File: config.mk
export PLATFORM = sky130hd
export DESIGN_NAME = axi_pack_req_split
export DESIGN_NICKNAME = d
export VERILOG_FILES = /design/src/rtl/axi_pack_req_split_pkg.sv /design/src/rtl/axi_pack_req_split.sv
export SDC_FILE = /design/constraint.sdc
export NUM_CORES = 2
export LEC_CHECK = 0
export CORE_UTILIZATION = 59
export DETAILED_ROUTE_END_ITERATION = 12
export GPL_ROUTABILITY_DRIVEN = 1
export GPL_TIMING_DRIVEN = 0
export PLACE_DENSITY = 0.79
export SLEW_MARGIN = 30
export SYNTH_ARGS = -nofsm -noshare
export SYNTH_HDL_FRONTEND = slang
export SYNTH_SLANG_ARGS = --single-unit
export TNS_END_PERCENT = 100
File: constraint.sdc
create_clock -name clk_i -period 10.9 [get_ports clk_i]
set_clock_uncertainty 0.2 [all_clocks]
set_input_delay 1.635 -clock clk_i [delete_from_list [all_inputs] [get_ports clk_i]]
set_output_delay 1.635 -clock clk_i [all_outputs]
set_load 0.03 [all_outputs]
File: src/rtl/axi_pack_req_split_pkg.sv
// Shared AXI and packed-AXI types for the strided request splitter:
// burst/size encodings, stride, user sideband, AX channel and descriptor.
package axi_pkg;

    typedef logic [2:0] size_t;
    typedef logic [1:0] burst_t;

    localparam burst_t BURST_INCR = 2'b01;

endpackage

package axi_pack_pkg;

    localparam int unsigned StrideWidth   = 32;
    localparam int unsigned ChanAddrWidth = 48;
    localparam int unsigned ChanIdWidth   = 4;
    localparam int unsigned DescCntWidth  = 32;

    typedef logic signed [StrideWidth-1:0] stride_t;

    typedef struct packed {
        stride_t stride;
    } ssr_user_t;

    typedef struct packed {
        logic [ChanIdWidth-1:0]   id;
        logic [ChanAddrWidth-1:0] addr;
        logic [7:0]               len;
        axi_pkg::size_t           size;
        axi_pkg::burst_t          burst;
        logic                     lock;
        logic [3:0]               cache;
        logic [2:0]               prot;
        logic [3:0]               qos;
        logic [3:0]               region;
        logic [5:0]               atop;
        ssr_user_t                user;
    } ax_chan_t;

    typedef struct packed {
        logic [ChanAddrWidth-1:0] addr;
        stride_t                  stride;
        axi_pkg::size_t           size;
        logic [DescCntWidth-1:0]  num;
        logic [ChanIdWidth-1:0]   id;
    } desc_t;

    typedef enum logic {
        IDLE,
        ISSUE
    } state_e;

endpackage

File: src/rtl/axi_pack_req_split.sv
// Splits a strided element descriptor into packed-AXI bursts of at most
// MaxBeats beats each.
// Ports: clk_i/rst_i (sync active-high); desc_* valid/ready descriptor
// input; ax_chan_o/ax_valid_o/ax_ready_i registered burst output;
// busy_o while issuing, done_o / err_o one-cycle completion/drop pulses.
module axi_pack_req_split
    import axi_pack_pkg::*;
#(
    parameter int unsigned AddrWidth  = 48,
    parameter int unsigned DataWidth  = 64,
    parameter int unsigned AxiIdWidth = 4,
    parameter int unsigned CntWidth   = 32,
    parameter int unsigned MaxBeats   = 256,
    parameter type axi_ssr_ax_chan_t  = axi_pack_pkg::ax_chan_t
) (
    input  logic                  clk_i,
    input  logic                  rst_i,
    input  logic                  desc_valid_i,
    output logic                  desc_ready_o,
    input  logic [AddrWidth-1:0]  desc_addr_i,
    input  axi_pack_pkg::stride_t desc_stride_i,
    input  axi_pkg::size_t        desc_size_i,
    input  logic [CntWidth-1:0]   desc_num_i,
    input  logic [AxiIdWidth-1:0] desc_id_i,
    output axi_ssr_ax_chan_t      ax_chan_o,
    output logic                  ax_valid_o,
    input  logic                  ax_ready_i,
    output logic                  busy_o,
    output logic                  done_o,
    output logic                  err_o
);

    localparam int unsigned StrbWidth  = DataWidth / 8;
    localparam int unsigned LogStrb    = $clog2(StrbWidth);
    localparam int unsigned BurstBytes = MaxBeats * StrbWidth;
    localparam axi_pkg::size_t MaxSize = axi_pkg::size_t'(LogStrb);

    // Elements in the next burst: everything left, capped at a full burst.
    function automatic logic [CntWidth-1:0] burst_elems(
        input logic [CntWidth-1:0] rem,
        input axi_pkg::size_t      size
    );
        logic [CntWidth-1:0] cap;
        cap = CntWidth'(BurstBytes >> size);
        return (rem < cap) ? rem : cap;
    endfunction

    // Beats minus one; a partly filled last beat still costs a beat.
    function automatic logic [7:0] burst_len(
        input logic [CntWidth-1:0] elems,
        input axi_pkg::size_t      size
    );
        int unsigned         sh;
        logic [CntWidth-1:0] beats;
        sh    = LogStrb - 32'(size);
        beats = (elems + CntWidth'((32'd1 << sh) - 32'd1)) >> sh;
        return 8'(beats - CntWidth'(1));
    endfunction

    // Signed stride step, wrapping in the address space.
    function automatic logic [AddrWidth-1:0] next_addr(
        input logic [AddrWidth-1:0] addr,
        input logic [CntWidth-1:0]  elems,
        input stride_t              stride
    );
        logic [AddrWidth-1:0] step;
        step = AddrWidth'(elems)
             * {{(AddrWidth-StrideWidth){stride[StrideWidth-1]}}, stride};
        return addr + step;
    endfunction

    function automatic axi_ssr_ax_chan_t build_ax(
        input logic [AddrWidth-1:0]  addr,
        input logic [CntWidth-1:0]   elems,
        input axi_pkg::size_t        size,
        input logic [AxiIdWidth-1:0] id,
        input stride_t               stride
    );
        axi_ssr_ax_chan_t ax;
        ax             = '0;
        ax.id          = id;
        ax.addr        = addr;
        ax.len         = burst_len(elems, size);
        ax.size        = size;
        ax.burst       = axi_pkg::BURST_INCR;
        ax.user.stride = stride;
        return ax;
    endfunction

    state_e                state_q, state_d;
    logic [AddrWidth-1:0]  addr_q, addr_d;
    logic [CntWidth-1:0]   rem_q, rem_d;
    stride_t               stride_q, stride_d;
    axi_pkg::size_t        size_q, size_d;
    logic [AxiIdWidth-1:0] id_q, id_d;
    axi_ssr_ax_chan_t      ax_q, ax_d;
    logic                  ax_valid_q, ax_valid_d;
    logic                  done_q, done_d;
    logic                  err_q, err_d;
    logic [CntWidth-1:0]   elems;

    // addr_q/rem_q always describe what follows the burst on ax_q, so a
    // handshake with rem_q == 0 is the final one.
    always_comb begin
        state_d    = state_q;
        addr_d     = addr_q;
        rem_d      = rem_q;
        stride_d   = stride_q;
        size_d     = size_q;
        id_d       = id_q;
        ax_d       = ax_q;
        ax_valid_d = ax_valid_q;
        done_d     = 1'b0;
        err_d      = 1'b0;
        elems      = '0;
        unique case (state_q)
            IDLE: begin
                if (desc_valid_i) begin
                    stride_d = desc_stride_i;
                    size_d   = desc_size_i;
                    id_d     = desc_id_i;
                    if (desc_size_i > MaxSize) begin
                        err_d = 1'b1;
                    end else if (desc_num_i == '0) begin
                        done_d = 1'b1;
                    end else begin
                        elems      = burst_elems(desc_num_i, desc_size_i);
                        ax_d       = build_ax(desc_addr_i, elems, desc_size_i,
                                              desc_id_i, desc_stride_i);
                        ax_valid_d = 1'b1;
                        addr_d     = next_addr(desc_addr_i, elems,
                                               desc_stride_i);
                        rem_d      = desc_num_i - elems;
                        state_d    = ISSUE;
                    end
                end
            end
            ISSUE: begin
                if (ax_ready_i) begin
                    if (rem_q == '0) begin
                        ax_valid_d = 1'b0;
                        done_d     = 1'b1;
                        state_d    = IDLE;
                    end else begin
                        elems  = burst_elems(rem_q, size_q);
                        ax_d   = build_ax(addr_q, elems, size_q, id_q,
                                          stride_q);
                        addr_d = next_addr(addr_q, elems, stride_q);
                        rem_d  = rem_q - elems;
                    end
                end
            end
        endcase
    end

    always_ff @(posedge clk_i) begin
        if (rst_i) begin
            state_q    <= IDLE;
            addr_q     <= '0;
            rem_q      <= '0;
            stride_q   <= '0;
            size_q     <= '0;
            id_q       <= '0;
            ax_q       <= '0;
            ax_valid_q <= 1'b0;
            done_q     <= 1'b0;
            err_q      <= 1'b0;
        end else begin
            state_q    <= state_d;
            addr_q     <= addr_d;
            rem_q      <= rem_d;
            stride_q   <= stride_d;
            size_q     <= size_d;
            id_q       <= id_d;
            ax_q       <= ax_d;
            ax_valid_q <= ax_valid_d;
            done_q     <= done_d;
            err_q      <= err_d;
        end
    end

    assign desc_ready_o = (state_q == IDLE);
    assign busy_o       = (state_q == ISSUE);
    assign ax_chan_o    = ax_q;
    assign ax_valid_o   = ax_valid_q;
    assign done_o       = done_q;
    assign err_o        = err_q;

endmodule

==> impl_metrics.ini <==
[setup_path]
criticalPathCategory = in -> reg
critPathMostFrequentCell = fa_1
reg2reg_from = rem_q[19]$_SDFFE_PP0P_
endpoint_kind = register
rrSetupSlack_ps = 310
path_max_fanout = 7
cpPeakStageDelay_ps = 580
slowest_stage = or4_4
start_kind = primary input
r2r_end = addr_q[39]$_SDFFE_PP0P_
cp_data_arrival_time_ps = 11540
r2r_cells = 33
cp.required_ps = 11140

[timing]
worst_slew_margin_rel_pct = 23.9
maxSlewViolCount = 0
setup_viol = 15
tightest_slew_ps = 1140
setup_tns_ps = -2580
period_minus_slack_ps = 11300
hold_viol_final = 0
fmax_mhz = 88.5
setup_slack_ps = -398
timing.final.crit_share_pct = 104
rsz0062_at_grt = true

[yosys]
synthAdderAreaFrac_pct = 58.8
synth_edf_count = 0
synth_top_cell_by_area = fa_1
synth_seq_cells = 219
synth_compound_area_share_pct = 7.30
yosys.area_share.simple_pct = 11.0
yosys-mux-area-fraction_pct = 1.54
synth_cell_types = 87
synth_top_family_by_area = adder cells
synthTopCellsByCount = 1,910 x inv_1, 1,656 x fa_1, 553 x nand2_1
yosysMostFrequentCell = inv_1
ys_warn_count = 0
synth_xor_area_share_pct = 2.02
synthFlopType = dfxtp_1
syn_area_um2 = 66400
syn_inst = 7031
synth.area.top_cells = fa_1 50%, inv_1 11%, ha_1 8.9%, dfxtp_1 6.6%, and2_1 3.2%
seq_area_frac_synth_pct = 6.60
synthArstFlopShare_pct = 0
synth_top_area_share_pct = 49.9
syn_avg_cell_area_um2 = 9.45

[status]
violations = negative setup slack
status = finished, violations left

[route]
via_per_inst = 5.35
first_iter_violations = 5376
drc = 0
wl_per_cell_um = 21.6
drtPass1Iterations = 8
ant_nets = 0
finalWirelength_mm = 215
num_vias = 53300

[clocking]
numCtsBuffers = 27
cts.path.max_buffers = 3
ctsRootBufferMaster = clkbuf_16
clk_pin_slew_ps = 60
insertion_delay_ps = 620
ctsHoldBuffers = 0
cts_sinks = 219
cts_tree = built
h-tree-depth = 1

[global_routing]
antenna_found_initial = 32
grt_pass1_vias = 56400
grt_pass1_wl_mm = 326
grt_max_degree = 15
track_usage_pct = 39.0
gr-total-overflow = 0

[die]
initial_core_util_pct = 59.8
chipHeight_um = 338
ios = 247
coreArea_um2 = 111000
row_count = 122
die_area_um2 = 114000
die_x_um = 338

[layout]
area_growth_pct = 18.3
fin_cells = 9970
final_core_utilization_pct = 70.7
nets = 10700
final.fill_count = 8551
drive_gt1_share_pct = 6.69

[hold_path]
min_path_type = reg -> reg
holdPathEnd = id_q[2]$_SDFFE_PP0P_
whs_path_depth = 2
hold_start = id_q[2]$_SDFFE_PP0P_

[placed_design]
dp_hpwl_mm = 180
placed_cells_incl_taps = 9779
gp_congestion = 1.04
portBuffers = 222

[run]
cap_violations = 0
[kinds of logic (layout without fill, tap and decap cells)]
group                      Yosys count  in the layout
and+or+nand+nor                   1481           1481
xor gates and xnor gates           153            153
other                                2           1062
muxes                               99             99
AOI/OAI and AO/OA                  724            724
buffers and inverters             2224           2615
adders and majority gates         2129           2129
DFF                                219            219
[layout make-up]
type                       instances  area (um2)  share of cell area [%]
tap                             1488        1860                    2.37
sequential                       219        4390                    5.58
clock inverter                    16         240                   0.306
timing repair buffer             358        3440                    4.38
clock buffer                      34         742                   0.944
antenna                           25        62.6                  0.0796
buffer                           293        1790                    2.28
multi-input combinational       5623       58900                    74.9
inverter                        1914        7190                    9.15
[worst max-delay path, delay by kind of cell]
family	cells	cell delay (ps)
buffers and inverters	12	1430
adder cells (fa/ha/maj)	9	4170
AO/OA/AOI/OAI	5	1120
XOR/XNOR	1	360
AND/OR/NAND/NOR	11	2800
[worst max-delay path by stage]
stage                   startpoint                       to  slack [ps]  depth (start not counted)
global placement    desc_size_i[0]  addr_q[41]$_SDFFE_PP0P_       -3650                         35
detailed placement  desc_size_i[0]  addr_q[46]$_SDFFE_PP0P_       -3240                         36
finish              desc_num_i[19]  addr_q[33]$_SDFFE_PP0P_        -400                         38
floorplan           desc_num_i[15]  addr_q[46]$_SDFFE_PP0P_         -40                         33
global route        desc_num_i[19]  addr_q[33]$_SDFFE_PP0P_        -500                         38
CTS                 desc_num_i[18]  addr_q[46]$_SDFFE_PP0P_        -180                         34
[cell usage in the layout (no fill, tap or decap), drive strengths merged, types with 10 or more instances in the layout]
cell type	netlist	final
a221oi	10	10
o211ai	26	26
fa	1656	1656
nor2b	15	15
and3	92	92
nor4	22	22
or2	10	10
o22ai	11	11
o21ai	113	113
or4	14	14
a211oi	162	162
diode	0	25
a31oi	18	18
ha	473	473
clkdlybuf4s50	0	204
a21oi	178	178
nand2b	25	25
a21o	66	66
o221ai	10	10
o31ai	12	12
nand3	43	43
and2	338	338
xor2	43	43
nor3	60	60
nand4	17	17
xnor2	110	110
o21a	19	19
dfxtp	219	219
inv	1911	1915
or3	26	26
nor2	237	237
mux2i	96	96
clkbuf	278	284
conb	2	1037
buf	32	189
nand2	553	553
[flip-flops by register name, indices dropped and copies added (netlist names)]
name	cells
stride_q	32
addr_q	48
ax_valid_o	1
done_o	1
size_q	3
err_o	1
id_q	4
busy_o	1
ax_chan_o	96
rem_q	32
[per-layer routing]
layer  vias to the layer above  track usage [%]  share of wire [%]
met2                      3135             58.6                 44
met5                         -                0              0.076
li1                      22900                -                  -
met3                       708             12.2                 13
met1                     26500             50.1                 36
met4                        18             21.8                7.2
[metrics by stage]
step                      area [um2]  hold WS (ps)  worst slack (ps)
after global placement         74500           241             -3650
after floorplan                70500           231             -39.3
after global routing           78500           292              -500
final                          78600           262              -398
after CTS                      77500           264              -180
after detailed placement       74600           256             -3240
[what timing repair did]
action	4_1_cts	5_1_grt
pin swaps	102	107
gates cloned	3	0
gates resized for setup	354	189
buffers inserted	78	53
setup endpoints to repair	39	33
Power is left out: the tool's default activity adds up to more than one toggle a clock period on the data nets, which glitch-free logic cannot reach.
